### config.mk
export PLATFORM = sky130hd
export DESIGN_NAME = uart_rx
export DESIGN_NICKNAME = d
export VERILOG_FILES = /design/src/rtl/uart_pkg.sv /design/src/rtl/uart_rx_sync.sv /design/src/rtl/uart_rx.sv
export SDC_FILE = /design/constraint.sdc
export NUM_CORES = 1
export LEC_CHECK = 0
export CORE_MARGIN = 2
export CORE_UTILIZATION = 55
export DETAILED_ROUTE_END_ITERATION = 12
export PLACE_DENSITY = 0.78
export SLEW_MARGIN = 5
export SYNTH_ARGS = -nofsm -noshare
export SYNTH_HDL_FRONTEND = slang
export SYNTH_SLANG_ARGS = --single-unit
### constraint.sdc
create_clock -name iClk -period 1.9 [get_ports iClk]
set_input_delay 0.38 -clock iClk [delete_from_list [all_inputs] [get_ports iClk]]
set_output_delay 0.38 -clock iClk [all_outputs]
set_load 0.005 [all_outputs]
### src/rtl/uart_pkg.sv
// Shared constants and FSM state encoding for the 16x-oversampling UART receiver.
package uart_pkg;

    localparam int OVERSAMPLE        = 16;
    localparam int CNT_W             = $clog2(OVERSAMPLE);
    localparam int DEFAULT_DATA_BITS = 8;

    localparam logic [CNT_W-1:0] MID_SAMPLE  = CNT_W'(7);
    localparam logic [CNT_W-1:0] LAST_SAMPLE = CNT_W'(15);

    typedef logic [2:0] state_t;

    localparam state_t ST_IDLE   = 3'd0;
    localparam state_t ST_START  = 3'd1;
    localparam state_t ST_DATA   = 3'd2;
    localparam state_t ST_PARITY = 3'd3;
    localparam state_t ST_STOP   = 3'd4;

endpackage

### src/rtl/uart_rx_sync.sv
// Multi-stage synchronizer for the asynchronous RX pin; resets to the idle (high) level.
module uart_rx_sync #(
    parameter int SYNC_STAGES = 2
) (
    input  logic iClk,
    input  logic iRst,
    input  logic din,
    output logic dout
);

    logic [SYNC_STAGES-1:0] sync_reg;

    always_ff @(posedge iClk or posedge iRst) begin
        if (iRst) begin
            sync_reg <= '1;
        end else begin
            sync_reg <= {sync_reg[SYNC_STAGES-2:0], din};
        end
    end

    assign dout = sync_reg[SYNC_STAGES-1];

endmodule

### src/rtl/uart_rx.sv
// 16x-oversampling UART receiver, 8N1 by default, LSB first.
// Define UART_RX_PARITY_EN to add a parity bit after the data bits.
module uart_rx
    import uart_pkg::*;
#(
    parameter int DATA_BITS   = DEFAULT_DATA_BITS,
    parameter int SYNC_STAGES = 2,
    parameter int PARITY_ODD  = 0
) (
    input  logic                 iClk,
    input  logic                 iRst,
    input  logic                 iTick16x,
    input  logic                 iRx,
    output logic [DATA_BITS-1:0] oData,
    output logic                 oValid,
    output logic                 oFrameErr,
    output logic                 oParityErr,
    output logic                 oBusy
);

    localparam logic [2:0] LAST_IDX = 3'(DATA_BITS - 1);

    if (DATA_BITS < 5 || DATA_BITS > 8 || SYNC_STAGES < 2 || PARITY_ODD < 0 || PARITY_ODD > 1)
    begin : g_param_check
        $error("uart_rx: parameter out of range");
    end

    logic                 rxs;
    state_t               state_reg;
    logic [CNT_W-1:0]     cnt_reg;
    logic [2:0]           idx_reg;
    logic                 armed_reg;
    logic [DATA_BITS-1:0] shift_reg;
    logic [DATA_BITS-1:0] data_reg;
    logic                 valid_reg;
    logic                 ferr_reg;
`ifdef UART_RX_PARITY_EN
    logic                 par_bit_reg;
    logic                 perr_reg;
`endif

    uart_rx_sync #(
        .SYNC_STAGES(SYNC_STAGES)
    ) u_sync (
        .iClk (iClk),
        .iRst (iRst),
        .din  (iRx),
        .dout (rxs)
    );

    always_ff @(posedge iClk or posedge iRst) begin
        if (iRst) begin
            state_reg   <= ST_IDLE;
            cnt_reg     <= '0;
            idx_reg     <= '0;
            armed_reg   <= 1'b1;
            shift_reg   <= '0;
            data_reg    <= '0;
            valid_reg   <= 1'b0;
            ferr_reg    <= 1'b0;
`ifdef UART_RX_PARITY_EN
            par_bit_reg <= 1'b0;
            perr_reg    <= 1'b0;
`endif
        end else begin
            valid_reg <= 1'b0;
            ferr_reg  <= 1'b0;
`ifdef UART_RX_PARITY_EN
            perr_reg  <= 1'b0;
`endif
            if (iTick16x) begin
                case (state_reg)
                    ST_IDLE: begin
                        // armed is cleared by a break so a held-low line cannot restart a frame
                        if (rxs) begin
                            armed_reg <= 1'b1;
                        end else if (armed_reg) begin
                            state_reg <= ST_START;
                            cnt_reg   <= '0;
                        end
                    end
                    ST_START: begin
                        if (cnt_reg == MID_SAMPLE) begin
                            if (!rxs) begin
                                state_reg <= ST_DATA;
                                cnt_reg   <= '0;
                                idx_reg   <= '0;
                            end else begin
                                state_reg <= ST_IDLE;
                            end
                        end else begin
                            cnt_reg <= cnt_reg + 1'b1;
                        end
                    end
                    ST_DATA: begin
                        cnt_reg <= cnt_reg + 1'b1;
                        if (cnt_reg == LAST_SAMPLE) begin
                            shift_reg <= {rxs, shift_reg[DATA_BITS-1:1]};
                            idx_reg   <= idx_reg + 1'b1;
                            if (idx_reg == LAST_IDX) begin
`ifdef UART_RX_PARITY_EN
                                state_reg <= ST_PARITY;
`else
                                state_reg <= ST_STOP;
`endif
                            end
                        end
                    end
                    ST_PARITY: begin
`ifdef UART_RX_PARITY_EN
                        cnt_reg <= cnt_reg + 1'b1;
                        if (cnt_reg == LAST_SAMPLE) begin
                            par_bit_reg <= rxs;
                            state_reg   <= ST_STOP;
                        end
`else
                        state_reg <= ST_IDLE;
`endif
                    end
                    ST_STOP: begin
                        cnt_reg <= cnt_reg + 1'b1;
                        if (cnt_reg == LAST_SAMPLE) begin
                            state_reg <= ST_IDLE;
                            if (rxs) begin
                                data_reg  <= shift_reg;
                                valid_reg <= 1'b1;
`ifdef UART_RX_PARITY_EN
                                perr_reg  <= (par_bit_reg != ((^shift_reg) ^ PARITY_ODD[0]));
`endif
                            end else begin
                                ferr_reg  <= 1'b1;
                                armed_reg <= 1'b0;
                            end
                        end
                    end
                    default: state_reg <= ST_IDLE;
                endcase
            end
        end
    end

    assign oData     = data_reg;
    assign oValid    = valid_reg;
    assign oFrameErr = ferr_reg;
    assign oBusy     = (state_reg != ST_IDLE);
`ifdef UART_RX_PARITY_EN
    assign oParityErr = perr_reg;
`else
    assign oParityErr = 1'b0;
`endif

endmodule
# Yosys cells after proc, flatten, opt, wreduce, memory -nomap -nowiden
# Cells that the tools add are included.
dict set report op_classes {
  add_sub_neg 2
  n_eq_ne 16
  n_mux 29
  reduce_logical 12
}
# operator count
set ops {}
lappend ops {{2-to-1 mux 3 bit} 9}
lappend ops {{2-to-1 mux 4 bit} 4}
lappend ops {{inequality test 2 bit (second input constant)} 8}
lappend ops {{AND reduction 5 bit} 3}
lappend ops {{one-hot mux 3 bit (4 select lines)} 1}
lappend ops {{one-hot mux 4 bit (3 select lines)} 1}
lappend ops {{2-to-1 mux 1 bit} 11}
lappend ops {{AND reduction 7 bit} 1}
lappend ops {{equality test 3 bit (second input constant)} 2}
lappend ops {{one-hot mux 3 bit (2 select lines)} 1}
lappend ops {{nonzero test 3 bit} 2}
lappend ops {{adder 4 x 1 -> 4 bit (second input constant)} 1}
lappend ops {{equality test 4 x 3 -> 1 bit (second input constant)} 1}
lappend ops {{equality test 4 bit (second input constant)} 1}
lappend ops {{AND reduction 4 bit} 1}
lappend ops {{nonzero test 2 bit} 2}
lappend ops {{adder 3 x 1 -> 3 bit (second input constant)} 1}
lappend ops {{equality test 3 x 1 -> 1 bit (second input constant)} 1}
lappend ops {{equality test 3 x 2 -> 1 bit (second input constant)} 1}
lappend ops {{zero test 3 bit} 1}
lappend ops {{inequality test 3 bit (second input constant)} 1}
lappend ops {{AND reduction 3 bit} 1}
lappend ops {{2-to-1 mux 2 bit} 1}
lappend ops {{inequality test 2 x 1 -> 1 bit (second input constant)} 1}
lappend ops {{2 further kinds} 2}
dict set report word_totals {
  register_bits 31
  inputBits 4
  output_inout_bits 12
  elab_cells 68
}

# Longest topological paths before layout
dict set report depth {
  depth_word 4
  mapped_depth 6
  mapped_depth_nobuf 5
}

# Hierarchy
# Synthesis repeated with hierarchy kept, for this count alone.
dict set report hier_totals {
  hier_cells 124
  area_unflattened_um2 1534.0
}
# mod instances cells_per_inst area_per_inst_um2
set by_module_without_submodules {}
lappend by_module_without_submodules {uart_rx 1 121 1477.7}
lappend by_module_without_submodules {uart_rx_sync 1 3 56.3}

# Worst setup path before layout
# OpenSTA, ideal clock, no wires.
dict set report synth_timing {
  path_type {reg2reg}
  start {reg cnt_reg[0]}
  end {reg shift_reg[0]}
  setup_time_ps 125
  arrival_ps 1532
  required_ps 1775
  slack_ps 243
  path_stages_with_launch 6
  path_buffers 1
  period_less_slack_ps 1657
  path_cell_list {dfrtp_1 -> ha_1 -> and4_1 -> and2_1 -> buf_2 -> mux2_2}
}
dict set report synth_via {
  elab_chain_len 2
}
# item line_no
set synth_rtl {}
lappend synth_rtl {{from (decl)} uart_rx.sv:30} ;# logic [CNT_W-1:0] cnt_reg;
lappend synth_rtl {{from (signal assigned)} uart_rx.sv:92} ;# cnt_reg <= cnt_reg + 1'b1;
lappend synth_rtl {{from (signal assigned)} uart_rx.sv:96} ;# cnt_reg <= cnt_reg + 1'b1;
lappend synth_rtl {{from (signal assigned)} uart_rx.sv:121} ;# cnt_reg <= cnt_reg + 1'b1;
lappend synth_rtl {{equality test 4 bit} uart_rx.sv:97} ;# if (cnt_reg == LAST_SAMPLE) begin
lappend synth_rtl {{AND reduction 3 bit (no source line)} n/a}
lappend synth_rtl {{to (signal assigned)} uart_rx.sv:98} ;# shift_reg <= {rxs, shift_reg[DATA_BITS-1:1]};
lappend synth_rtl {{to (decl)} uart_rx.sv:33} ;# logic [DATA_BITS-1:0] shift_reg;
# Every way passes these cells.
# A chain may end at the register's enable or synchronous reset.

# Worst setup path in the final report
dict set report layout_timing {
  start {reg state_reg[0]}
  end {reg idx_reg[1]}
}
dict set report layout_via {
  elab_chain_len 3
  word_cells_on_any_way 8
}
# item line_no
set layout_rtl {}
lappend layout_rtl {{from (decl)} uart_rx.sv:29} ;# state_t state_reg;
lappend layout_rtl {{from (signal assigned)} uart_rx.sv:53} ;# state_reg <= ST_IDLE;
lappend layout_rtl {{from (signal assigned)} uart_rx.sv:78} ;# state_reg <= ST_START;
lappend layout_rtl {{from (signal assigned)} uart_rx.sv:85} ;# state_reg <= ST_DATA;
lappend layout_rtl {{equality test 3 x 1 -> 1 bit or equality test 3 x 2 -> 1 bit (tied branches)} uart_rx.sv:72} ;# case (state_reg)
lappend layout_rtl {{inequality test 2 bit (no source line) or nonzero test 2 bit (tied branches)} n/a}
lappend layout_rtl {{AND reduction 5 bit (no source line)} n/a}
lappend layout_rtl {{to (signal assigned)} uart_rx.sv:99} ;# idx_reg <= idx_reg + 1'b1;
lappend layout_rtl {{to (decl)} uart_rx.sv:31} ;# logic [2:0] idx_reg;
# Parallel ways exist; a longest one is shown, timed or not.

==> results by stage <==
Clock network:
- The buffer cell driving the clock tree root is clkbuf_4.
- The clock latency reported for the late side of the worst-skew pair is between 300 and 400 ps.
- The number of clock sinks is 31.
- The clock-pin slew on the worst setup and hold paths is around 90 ps.
- The clock tree from TritonCTS is done.
- CTS built an H-tree with a depth of 2.
- Clock tree synthesis inserted a total of 5 buffers.
- In this run the deepest clock path goes through 2 buffers.

Placed design:
- The detailed placement HPWL is about 1.9 mm.
- Buffers placed on the I/O ports in this run total 14.
- The last weighted congestion value of the routability-driven placer is approximately 0.86.
- The placed instances occupy a cell area of around 0.0017 mm2.

STA:
- On the final layout, the worst hold slack is 362 ps.
- Of the available clock period, the critical path in the final layout requires 0.969.
- The clock skew is approximately 6.0 ps.
- The setup violation total in the final timing report is 0.
- The total count of hold-check failures in the final report came to 0.
- The timing-limited maximum frequency is ~540 MHz.
- The time the final worst path needs with I/O delays and setup is 1840 ps.
- The final count of pins violating max slew was 0.

Global route:
- The number of global-route vias before repair is about 1100.
- For this run, the total global-route usage over all layers was measured as 0.209.
- Entering global routing, the biggest net connects 32 pins.
- The initial antenna violation count came to 0.
- The global-route congestion overflow total is 0.
- The global-route wire length before repair is 4.93 mm.

Detailed routing:
- The first-iteration detailed-routing DRC count is 26.
- After detailed routing, the total wire length is around 2.9 mm.
- The via-per-instance ratio is a little under 6.
- For this run, the detailed router's first-pass iteration total came to 4.
- For this run, design rule violations remaining after detail routing come to 0.
- The final routed wire length divided by cell count is between 15 and 20 um.
- The vias after detailed routing is slightly above 1000.
- In this run the remaining antenna-violating nets after routing total 0.

Critical path:
- The setup path with the least slack is of type reg -> reg.
- The sort of element at the end of the critical path is a flip-flop.
- In this run the critical register-to-register path is captured at idx_reg[1].
- The termination of the worst setup path is idx_reg[1].
- For the worst setup path, the data required time is roughly 2100 ps.
- The worst setup path is launched from a flip-flop.
- The data arrival time of the critical path is a little over 2000 ps.
- For flop-to-flop paths, the worst setup slack is a little under 60 ps.
- The start point of the critical path is state_reg[0].
- The cell count of the worst reg-to-reg path is 5.
- The worst-path maximum fanout is 9.
- The startpoint identified for the worst register-to-register timing path is state_reg[0].

Finish:
- Relative to the synthesized area, the layout overhead comes to 23.2%.
- The count of antenna diodes in the layout is 0.
- The final net count is 153.
- The fraction of layout cells with a size suffix above 1 is 0.381.
- The final design area excluding fillers is roughly 0.0018 mm2.
- The area of the multi-input gates is about 670 um2.
- Registers take 783 um2.
- The number of fillers in the final layout is 175.

Synthesis:
- In the synthesized netlist, the number of instances is 120.
- Counting every net in the synthesized netlist gives 127.
- The number of warnings reported in the yosys synthesis log is 0.
- Of the synthesized area, sequential elements account for 0.524.
- A synthesized cell averages about 12 um2.
- Counting flops and latches in the post-synthesis netlist gives 31.
- The number of distinct library cells after synthesis is 40.
- In this run the cell area of the synthesized design comes to 0.00149 mm2.

Floorplan:
- 16 I/O pins were placed.
- The die covers approximately 0.0031 mm2.
- From bottom edge to top edge, the die measures 56.0 um.
- After floorplanning, the core was sized to cover about 0.0025 mm2.
- The number of standard-cell rows in the floorplan is 18.
- For this configuration, the core starts out at a cell density of 0.589.
- The die span in x is around 56 um.

Power and ir drop:
- The total power consumption of the routed design is ~0.0017 W.
- Dividing total power by cell area gives a power density of approximately 930 mW/mm2.
- The static leakage is 0.845 nW.
- The worst IR drop on VDD is ~1.1 mV.

Hold path:
- The tightest min-delay check is of the reg -> reg type.

Run:
- Max-cap violations in this run came to 0.

Run status:
- The run finished with clean final reports.
## report_power, final
part	leakage, nW	internal, W	switching (W)	total (W)
logic	0.398	0.000181	0.000181	0.000361
registers	0.399	0.000723	0.0000773	0.000800
clock network	0.0482	0.000311	0.000230	0.000540
total	0.845	0.00121	0.000488	0.00170
## cell families after synthesis
| kind of cell | count (synthesis) | share of synthesized area |
|---|---|---|
| AND/OR/NAND/NOR | 32 | 0.144 |
| flip-flops | 31 | 0.524 |
| multiplexers | 21 | 0.160 |
| AO/OA/AOI/OAI | 19 | 0.0943 |
| buffers and inverters | 13 | 0.0497 |
| adder cells (fa/ha/maj) | 3 | 0.0253 |
| other | 1 | 0.00252 |
## what timing repair did
item                                    in CTS  in global routing
gates resized for setup                      4                 11
pin swaps                                    0                  0
buffers inserted                             3                  1
hold buffers                                 0                  0
endpoints found under the setup margin       3                  6
## how the worst min path moves through the flow
stage / endpoint / start / cells past startpoint / slack [ps]
finish: u_sync.sync_reg[1] / u_sync.sync_reg[0] / 0 / 360
global route: u_sync.sync_reg[1] / u_sync.sync_reg[0] / 0 / 370
CTS: u_sync.sync_reg[1] / u_sync.sync_reg[0] / 0 / 360
detailed placement: u_sync.sync_reg[1] / u_sync.sync_reg[0] / 0 / 350
global placement: u_sync.sync_reg[1] / u_sync.sync_reg[0] / 0 / 350
floorplan: u_sync.sync_reg[1] / u_sync.sync_reg[0] / 0 / 350
## through the flow
stage	setup TNS [ps]	worst slack (ps)	cells	util
floorplan	0	243	120	-
global placement	0	13.3	165	0.662
detailed placement	-33.8	-17.7	165	0.662
CTS	0	15.4	176	0.706
global route	-1.78	-1.78	177	0.726
finish	0	58.1	177	0.726
## layout by cell type (no fill, tap or decap), types with 2 or more instances in the layout
cell type	n
dfstp_2	3
nor2_2	2
a21oi_1	2
clkbuf_4	5
mux2_2	16
dfrtp_1	25
nor2_1	7
nand2_1	4
mux2_4	3
inv_1	7
and2_1	3
clkdlybuf4s50_1	13
a31oi_1	3
nor3b_4	3
nand3_1	3
dfrtp_2	3
ha_1	2
o21ai_0	5
buf_4	10
## final cells by class
cell class,count,area share
sequential,31,0.428
multi-input combinational,76,0.367
timing repair buffer,25,0.124
clock buffer,6,0.0280
tap,30,0.0205
clock inverter,2,0.0191
inverter,7,0.0143
## cells in the mapped netlist, drive strengths merged
master   count  area share
o22ai        1      0.0042
or3          1      0.0076
and2         3       0.013
nand3b       1      0.0051
or3b         1      0.0059
o41ai        1      0.0059
mux2i        2       0.013
a311oi       1      0.0059
o221ai       1      0.0059
buf          6       0.032
a41oi        1      0.0059
nand3        4       0.017
nor2         9       0.024
nor2b        1      0.0042
nor3b        4       0.035
a22oi        1      0.0051
conb         1      0.0025
nand2b       1      0.0042
o21ai        6       0.028
a21oi        2      0.0067
dfrtp       28        0.47
dfstp        3       0.053
and4         1      0.0059
inv          7       0.018
ha           3       0.025
nand2        4       0.010
or4b         1      0.0067
a2bb2oi      1      0.0059
nand4b       1      0.0059
a211oi       1      0.0084
mux2        19        0.15
a31oi        3       0.013
## metal layers
metal | up-vias | global-route usage | wire length, um
met3 | 5 | 0.0767 | 143
met4 | 0 | 0.0612 | 43
met2 | 30 | 0.333 | 1390
met1 | 513 | 0.267 | 1310
li1 | 481 | - | -
met5 | - | 0 | 0
## worst max-delay path, stage by stage, from the launching register on
cell	delay [ps]
dfrtp_2	370
buf_4	180
or3b_4	400
mux2i_2	160
nor3b_4	290
mux2_4	320
(Power assumes the default switching activity.)
